==> src/rtl/riscv_pkg.sv <==
// Shared definitions for the data-memory access path: funct3 codes,
// MEM-stage FSM states and byte-enable patterns.
package riscv_pkg;

   localparam logic [2:0] F3_B  = 3'b000;
   localparam logic [2:0] F3_H  = 3'b001;
   localparam logic [2:0] F3_W  = 3'b010;
   localparam logic [2:0] F3_BU = 3'b100;
   localparam logic [2:0] F3_HU = 3'b101;

   localparam logic [3:0] BE_NONE    = 4'b0000;
   localparam logic [3:0] BE_BYTE0   = 4'b0001;
   localparam logic [3:0] BE_HALF_LO = 4'b0011;
   localparam logic [3:0] BE_HALF_HI = 4'b1100;
   localparam logic [3:0] BE_WORD    = 4'b1111;

   typedef enum logic [1:0] {
      IDLE = 2'd0,
      REQ  = 2'd1,
      DONE = 2'd2
   } mem_state_t;

endpackage

==> src/rtl/mem_align.sv <==
// Combinational lane logic: byte enables and replicated store data,
// load extraction/extension, and legality/alignment classification.
module mem_align
   import riscv_pkg::*;
(
   input  logic [2:0]  funct3_i,
   input  logic        is_load_i,
   input  logic [1:0]  addr_lo_i,
   input  logic [31:0] wdata_i,
   input  logic [31:0] rdata_i,
   output logic [3:0]  be_o,
   output logic [31:0] wdata_o,
   output logic [31:0] load_o,
   output logic        misaligned_o,
   output logic        illegal_o
);

   logic [7:0]  lanes [4];
   logic [7:0]  byte_sel;
   logic [15:0] half_sel;

   genvar gi;
   generate
      for (gi = 0; gi < 4; gi++) begin : g_lane
         assign lanes[gi] = rdata_i[8*gi +: 8];
      end
   endgenerate

   assign byte_sel = lanes[addr_lo_i];
   assign half_sel = addr_lo_i[1] ? {lanes[3], lanes[2]} : {lanes[1], lanes[0]};

   always_comb begin
      be_o         = BE_NONE;
      wdata_o      = 32'h0;
      load_o       = 32'h0;
      misaligned_o = 1'b0;
      illegal_o    = 1'b0;
      case (funct3_i)
         F3_B: begin
            be_o    = BE_BYTE0 << addr_lo_i;
            wdata_o = {4{wdata_i[7:0]}};
            load_o  = {{24{byte_sel[7]}}, byte_sel};
         end
         F3_H: begin
            be_o         = addr_lo_i[1] ? BE_HALF_HI : BE_HALF_LO;
            wdata_o      = {2{wdata_i[15:0]}};
            load_o       = {{16{half_sel[15]}}, half_sel};
            misaligned_o = addr_lo_i[0];
         end
         F3_W: begin
            be_o         = BE_WORD;
            wdata_o      = wdata_i;
            load_o       = rdata_i;
            misaligned_o = |addr_lo_i;
         end
         // Unsigned variants exist only for loads.
         F3_BU: begin
            be_o      = BE_BYTE0 << addr_lo_i;
            load_o    = {24'h0, byte_sel};
            illegal_o = ~is_load_i;
         end
         F3_HU: begin
            be_o         = addr_lo_i[1] ? BE_HALF_HI : BE_HALF_LO;
            load_o       = {16'h0, half_sel};
            misaligned_o = addr_lo_i[0];
            illegal_o    = ~is_load_i;
         end
         default: illegal_o = 1'b1;
      endcase
   end

endmodule

==> src/rtl/mem_access_stage.sv <==
// MEM pipeline stage: issues one load/store over a ready-handshake port,
// stalls upstream while it is outstanding, and flags timeouts as bus errors.
module mem_access_stage
   import riscv_pkg::*;
#(
   parameter int TIMEOUT = 16,
   parameter int CNT_W   = 5
) (
   input  logic        clk,
   input  logic        rst_n,
   input  logic        memread_in,
   input  logic        memwrite_in,
   input  logic [2:0]  funct3_in,
   input  logic [31:0] ALUout_in,
   input  logic [31:0] Wdata_in,
   input  logic        invalid_in,
   output logic        mem_req,
   output logic        mem_we,
   output logic [31:0] mem_addr,
   output logic [31:0] mem_wdata,
   output logic [3:0]  mem_be,
   input  logic        mem_ready,
   input  logic [31:0] mem_rdata,
   output logic        stall_out,
   output logic [31:0] Rdata_out,
   output logic [31:0] Data_addr_out,
   output logic        invalid_out
);

   mem_state_t        state_q;
   logic [CNT_W-1:0]  cnt_q;
   logic              mem_req_q;
   logic              mem_we_q;
   logic [31:0]       mem_addr_q;
   logic [31:0]       mem_wdata_q;
   logic [3:0]        mem_be_q;
   logic [31:0]       rdata_q;
   logic              bus_err_q;

   logic        access;
   logic        is_store;
   logic [3:0]  be_w;
   logic [31:0] wdata_w;
   logic [31:0] load_w;
   logic        misaligned_w;
   logic        illegal_w;
   logic        req_ok;

   // A load takes priority when both controls are set.
   assign access   = memread_in | memwrite_in;
   assign is_store = memwrite_in & ~memread_in;

   mem_align u_align (
      .funct3_i     (funct3_in),
      .is_load_i    (memread_in),
      .addr_lo_i    (ALUout_in[1:0]),
      .wdata_i      (Wdata_in),
      .rdata_i      (mem_rdata),
      .be_o         (be_w),
      .wdata_o      (wdata_w),
      .load_o       (load_w),
      .misaligned_o (misaligned_w),
      .illegal_o    (illegal_w)
   );

   assign req_ok = access & ~illegal_w & ~misaligned_w;

   // EX_MEM is frozen while stalled, so the live funct3/address still
   // describe the outstanding access when the read data returns.
   always_ff @(posedge clk) begin
      if (!rst_n) begin
         state_q     <= IDLE;
         cnt_q       <= '0;
         mem_req_q   <= 1'b0;
         mem_we_q    <= 1'b0;
         mem_addr_q  <= 32'h0;
         mem_wdata_q <= 32'h0;
         mem_be_q    <= BE_NONE;
         rdata_q     <= 32'h0;
         bus_err_q   <= 1'b0;
      end else begin
         case (state_q)
            IDLE: begin
               rdata_q   <= 32'h0;
               bus_err_q <= 1'b0;
               if (req_ok) begin
                  mem_req_q   <= 1'b1;
                  mem_we_q    <= is_store;
                  mem_addr_q  <= {ALUout_in[31:2], 2'b00};
                  mem_be_q    <= be_w;
                  mem_wdata_q <= is_store ? wdata_w : 32'h0;
                  cnt_q       <= '0;
                  state_q     <= REQ;
               end
            end
            REQ: begin
               if (mem_ready) begin
                  rdata_q     <= memread_in ? load_w : 32'h0;
                  mem_req_q   <= 1'b0;
                  mem_we_q    <= 1'b0;
                  mem_addr_q  <= 32'h0;
                  mem_wdata_q <= 32'h0;
                  mem_be_q    <= BE_NONE;
                  state_q     <= DONE;
               end else if (cnt_q == CNT_W'(TIMEOUT - 1)) begin
                  rdata_q     <= 32'h0;
                  bus_err_q   <= 1'b1;
                  mem_req_q   <= 1'b0;
                  mem_we_q    <= 1'b0;
                  mem_addr_q  <= 32'h0;
                  mem_wdata_q <= 32'h0;
                  mem_be_q    <= BE_NONE;
                  state_q     <= DONE;
               end else begin
                  cnt_q <= cnt_q + 1'b1;
               end
            end
            DONE: begin
               rdata_q   <= 32'h0;
               bus_err_q <= 1'b0;
               state_q   <= IDLE;
            end
            default: state_q <= IDLE;
         endcase
      end
   end

   assign mem_req       = mem_req_q;
   assign mem_we        = mem_we_q;
   assign mem_addr      = mem_addr_q;
   assign mem_wdata     = mem_wdata_q;
   assign mem_be        = mem_be_q;
   assign Rdata_out     = rdata_q;
   assign Data_addr_out = ALUout_in;

   assign stall_out   = rst_n & (((state_q == IDLE) & req_ok) | (state_q == REQ));
   assign invalid_out = invalid_in | (access & (illegal_w | misaligned_w)) | bus_err_q;

endmodule

==> config.mk <==
export PLATFORM = sky130hd
export DESIGN_NAME = mem_access_stage
export DESIGN_NICKNAME = d
export VERILOG_FILES = /design/src/rtl/riscv_pkg.sv /design/src/rtl/mem_align.sv /design/src/rtl/mem_access_stage.sv
export SDC_FILE = /design/constraint.sdc
export NUM_CORES = 1
export LEC_CHECK = 0
export ABC_AREA = 1
export BUFFER_PORTS_ARGS = -buffer_cell sky130_fd_sc_hd__buf_2
export CAP_MARGIN = 10
export CORE_MARGIN = 2
export CORE_UTILIZATION = 45
export DETAILED_ROUTE_END_ITERATION = 7
export PLACE_DENSITY_LB_ADDON = 0.3
export SLEW_MARGIN = 20
export SYNTH_ARGS = -nofsm -noshare
export SYNTH_HDL_FRONTEND = slang
export SYNTH_HIERARCHICAL = 1
export SYNTH_SLANG_ARGS = --single-unit
==> constraint.sdc <==
create_clock -name clk -period 2.03 [get_ports clk]
set_clock_uncertainty 0.2 [all_clocks]
set_input_delay 0.203 -clock clk [delete_from_list [all_inputs] [get_ports clk]]
set_output_delay 0.203 -clock clk [all_outputs]
set_load 0.02 [all_outputs]
==> results.yml <==
synth:
  synth_edf_count: 0
  synthesis.instances: 1023
  ys_types: 31
  synth-seq-cells: 108
  yosys.area.top_type: "dfxtp_1"
  async_reset_ff_share_pct: 0
  syn_area_sq_um: 6300
  ys_top_cells_by_area: "dfxtp_1 34%, nand2_1 17%, nor2_1 10%"
  synthFlopType: "dfxtp_1"
  yosys_warnings: 6
  synth.top_cell.area_share_pct: 34.3
  syn_area_per_cell_sq_um: 6.15
  seq_area_frac_synth_pct: 34.3
timing:
  drv_slew: 0
  rsz0062_at_grt: "yes"
  hold_slack_ps: 87.5
  hold_viol: 0
  clock.fmax_mhz: 521
  finalSetupViolCount: 0
  finalCritPeriodShare_pct: 94.6
  fin_crit_ps: 1920
min_path:
  hold_depth: 7
  hold_path_end: "mem_wdata[9]"
  min_from: "Wdata_in[9]"
  min-delay-path-class: "input pin to flip-flop"
drt:
  wirelength_um: 19500
  dr_total_vias: 7065
  drt_first_iter_violations: 586
  drtPass1Iterations: 6
  post_drt_wl_per_cell_um: 13.7
  ant_nets: 0
  drc_errors: 0
  viasPerCell: 4.97
cts:
  cts_buffer_depth: 2
  clk_pin_slew_ps: 70
  cts_tree: "built"
  cts_made_buffers: 9
  cts.sinks: 108
  cts_root_buf: "clkbuf_16"
  clk_latency_ps: 350
  h-tree-depth: 3
final_layout:
  final_cell_mix: "280 x nand2_1, 238 x buf_2, 166 x nor2_1"
  drive_above_1_share_pct: 25.4
  nFillCells: 1402
  areaGrowthSynthToFinish_pct: 28.5
  utilization_pct: 58.7
  final_area_sq_um: 8090
  register_area_sq_um: 2160
  multiInputGateArea_sq_um: 3130
  nets: 1343
  final_common_cell: "nand2_1"
  antenna_cells: 0
place:
  portBuffers: 238
  placed_area_sq_um: 7370
  dp_hpwl_um: 13300
  place_congestion: 0.898
outcome:
  status: "finished, final reports clean"
floorplan:
  floorplan.die_area_sq_um: 15000
  num_rows: 43
  core-area_sq_um: 13800
  die_w_um: 122
  num_io_pins: 241
  start_util_pct: 45.7
  fp.dieH_um: 122
global_routing:
  grt_pass1_vias: 6355
  grt_usage_pct: 25.0
  overflow: 0
  grt_start_max_net_pins: 48
  grt_pass1_wl_um: 30100
  antenna_found_initial: 1
setup_path:
  crit_path_start: "state_q[0]"
  rr_startpoint: "cnt_q[1]"
  crit_type: "flip-flop to primary output"
  worstSetupEndpointType: "primary output"
  start_kind: "flip-flop"
  r2r_cells: 12
  cp.required_ps: 1630
  worstReg2RegEnd: "Rdata_out[27]"
  critical_path_peak_fanout: 6
  rrSetupSlack_ps: 120
  cp.arrival_ps: 1520
pwr:
  sequentialPowerShare_pct: 43.2
  ir_drop_mv: 0.437
  switching_share_pct: 32.6
  power_density_nw_per_um2: 651
  pwr-share-comb_pct: 25.1
  switchingPower_uw: 1720
  leakage_uw: 0.00425
  power_frac_clock_pct: 31.7
  intPower_uw: 3550
job:
  max_cap_viol_count: 0
## synthesized netlist by cell type (all sizes together) (2+ instances only)
cell,number
dfxtp,108
a21oi,78
buf,74
nand2,293
nor2,171
nand4,2
o211ai,3
inv,117
clkbuf,21
o21ai,45
nand3b,4
nand3,100
ha,2
## power groups by stage
stage	Clock, uW	Combinational [uW]	Sequential (uW)
2_1_floorplan	0	712	2430
5_1_grt	1800	1450	2280
4_1_cts	1710	1250	2270
3_3_place_gp	0	1200	2320
3_5_place_dp	0	1210	2320
6_report	1670	1320	2270
## cells by family (layout without fill, tap and decap cells)
family / after synthesis / in the layout / share of synthesized area (%)
simple gates: 571 / 571 / 38.3
buf+inv: 213 / 430 / 16.6
compound gates: 128 / 128 / 10.3
flops: 108 / 108 / 34.3
fa+ha+maj: 2 / 2 / 0.397
other cells: 1 / 2 / 0.0596
## sequential cells by signal, indices dropped and copies added (netlist names)
signal,flops
mem_we,1
Rdata_out,32
mem_wdata,32
mem_req,1
state_q,2
cnt_q,5
bus_err_q,1
mem_be,4
mem_addr,30
## per-layer routing
layer	global-route usage (%)	share of wire (%)	up-vias
met1	31.4	41	3200
met2	43.0	49	288
met5	0	0.067	-
met4	6.90	1.6	2
li1	-	-	3548
met3	5.81	8.3	27
## final cells by class
type	instances	share of cell area (%)
Clock buffer	10	2.83
Clock inverter	6	0.603
Inverter	118	5.57
Multi-Input combinational cell	703	38.6
Sequential cell	108	26.8
Tap cell	180	2.78
Timing Repair Buffer	296	22.8
## metrics by stage
step	power [uW]	TNS [ps]	std cells	setup slack [ps]
after detailed placement	3520	0	1370	19.8
after global placement	3510	0	1370	85.4
after CTS	5230	0	1417	3.52
after floorplan	3140	0	1024	47.9
final	5260	0	1421	109
after global routing	5530	-111	1421	-33.1
## worst max-delay path by stage
stage / end / slack, ps
floorplan: stall_out / 50
global placement: Rdata_out[10] / 90
detailed placement: Rdata_out[2] / 20
CTS: Rdata_out[2] / 4
global route: Rdata_out[2] / -30
finish: stall_out / 110
## repair_timing
action | in CTS | in global routing
setup endpoints to repair | 0 | 75
endpoints found under the hold margin | 31 | 0
hold buffers | 31 | 0
resized for setup | 0 | 16
buffers inserted | 0 | 1
## worst max-delay path: stages (launching register included)
cell and delay (ps):
dfxtp_2 370, nor2_1 180, nand3_2 220, a21oi_2 210
buf_2 200
No activity file was read; power rests on OpenSTA's default activity.
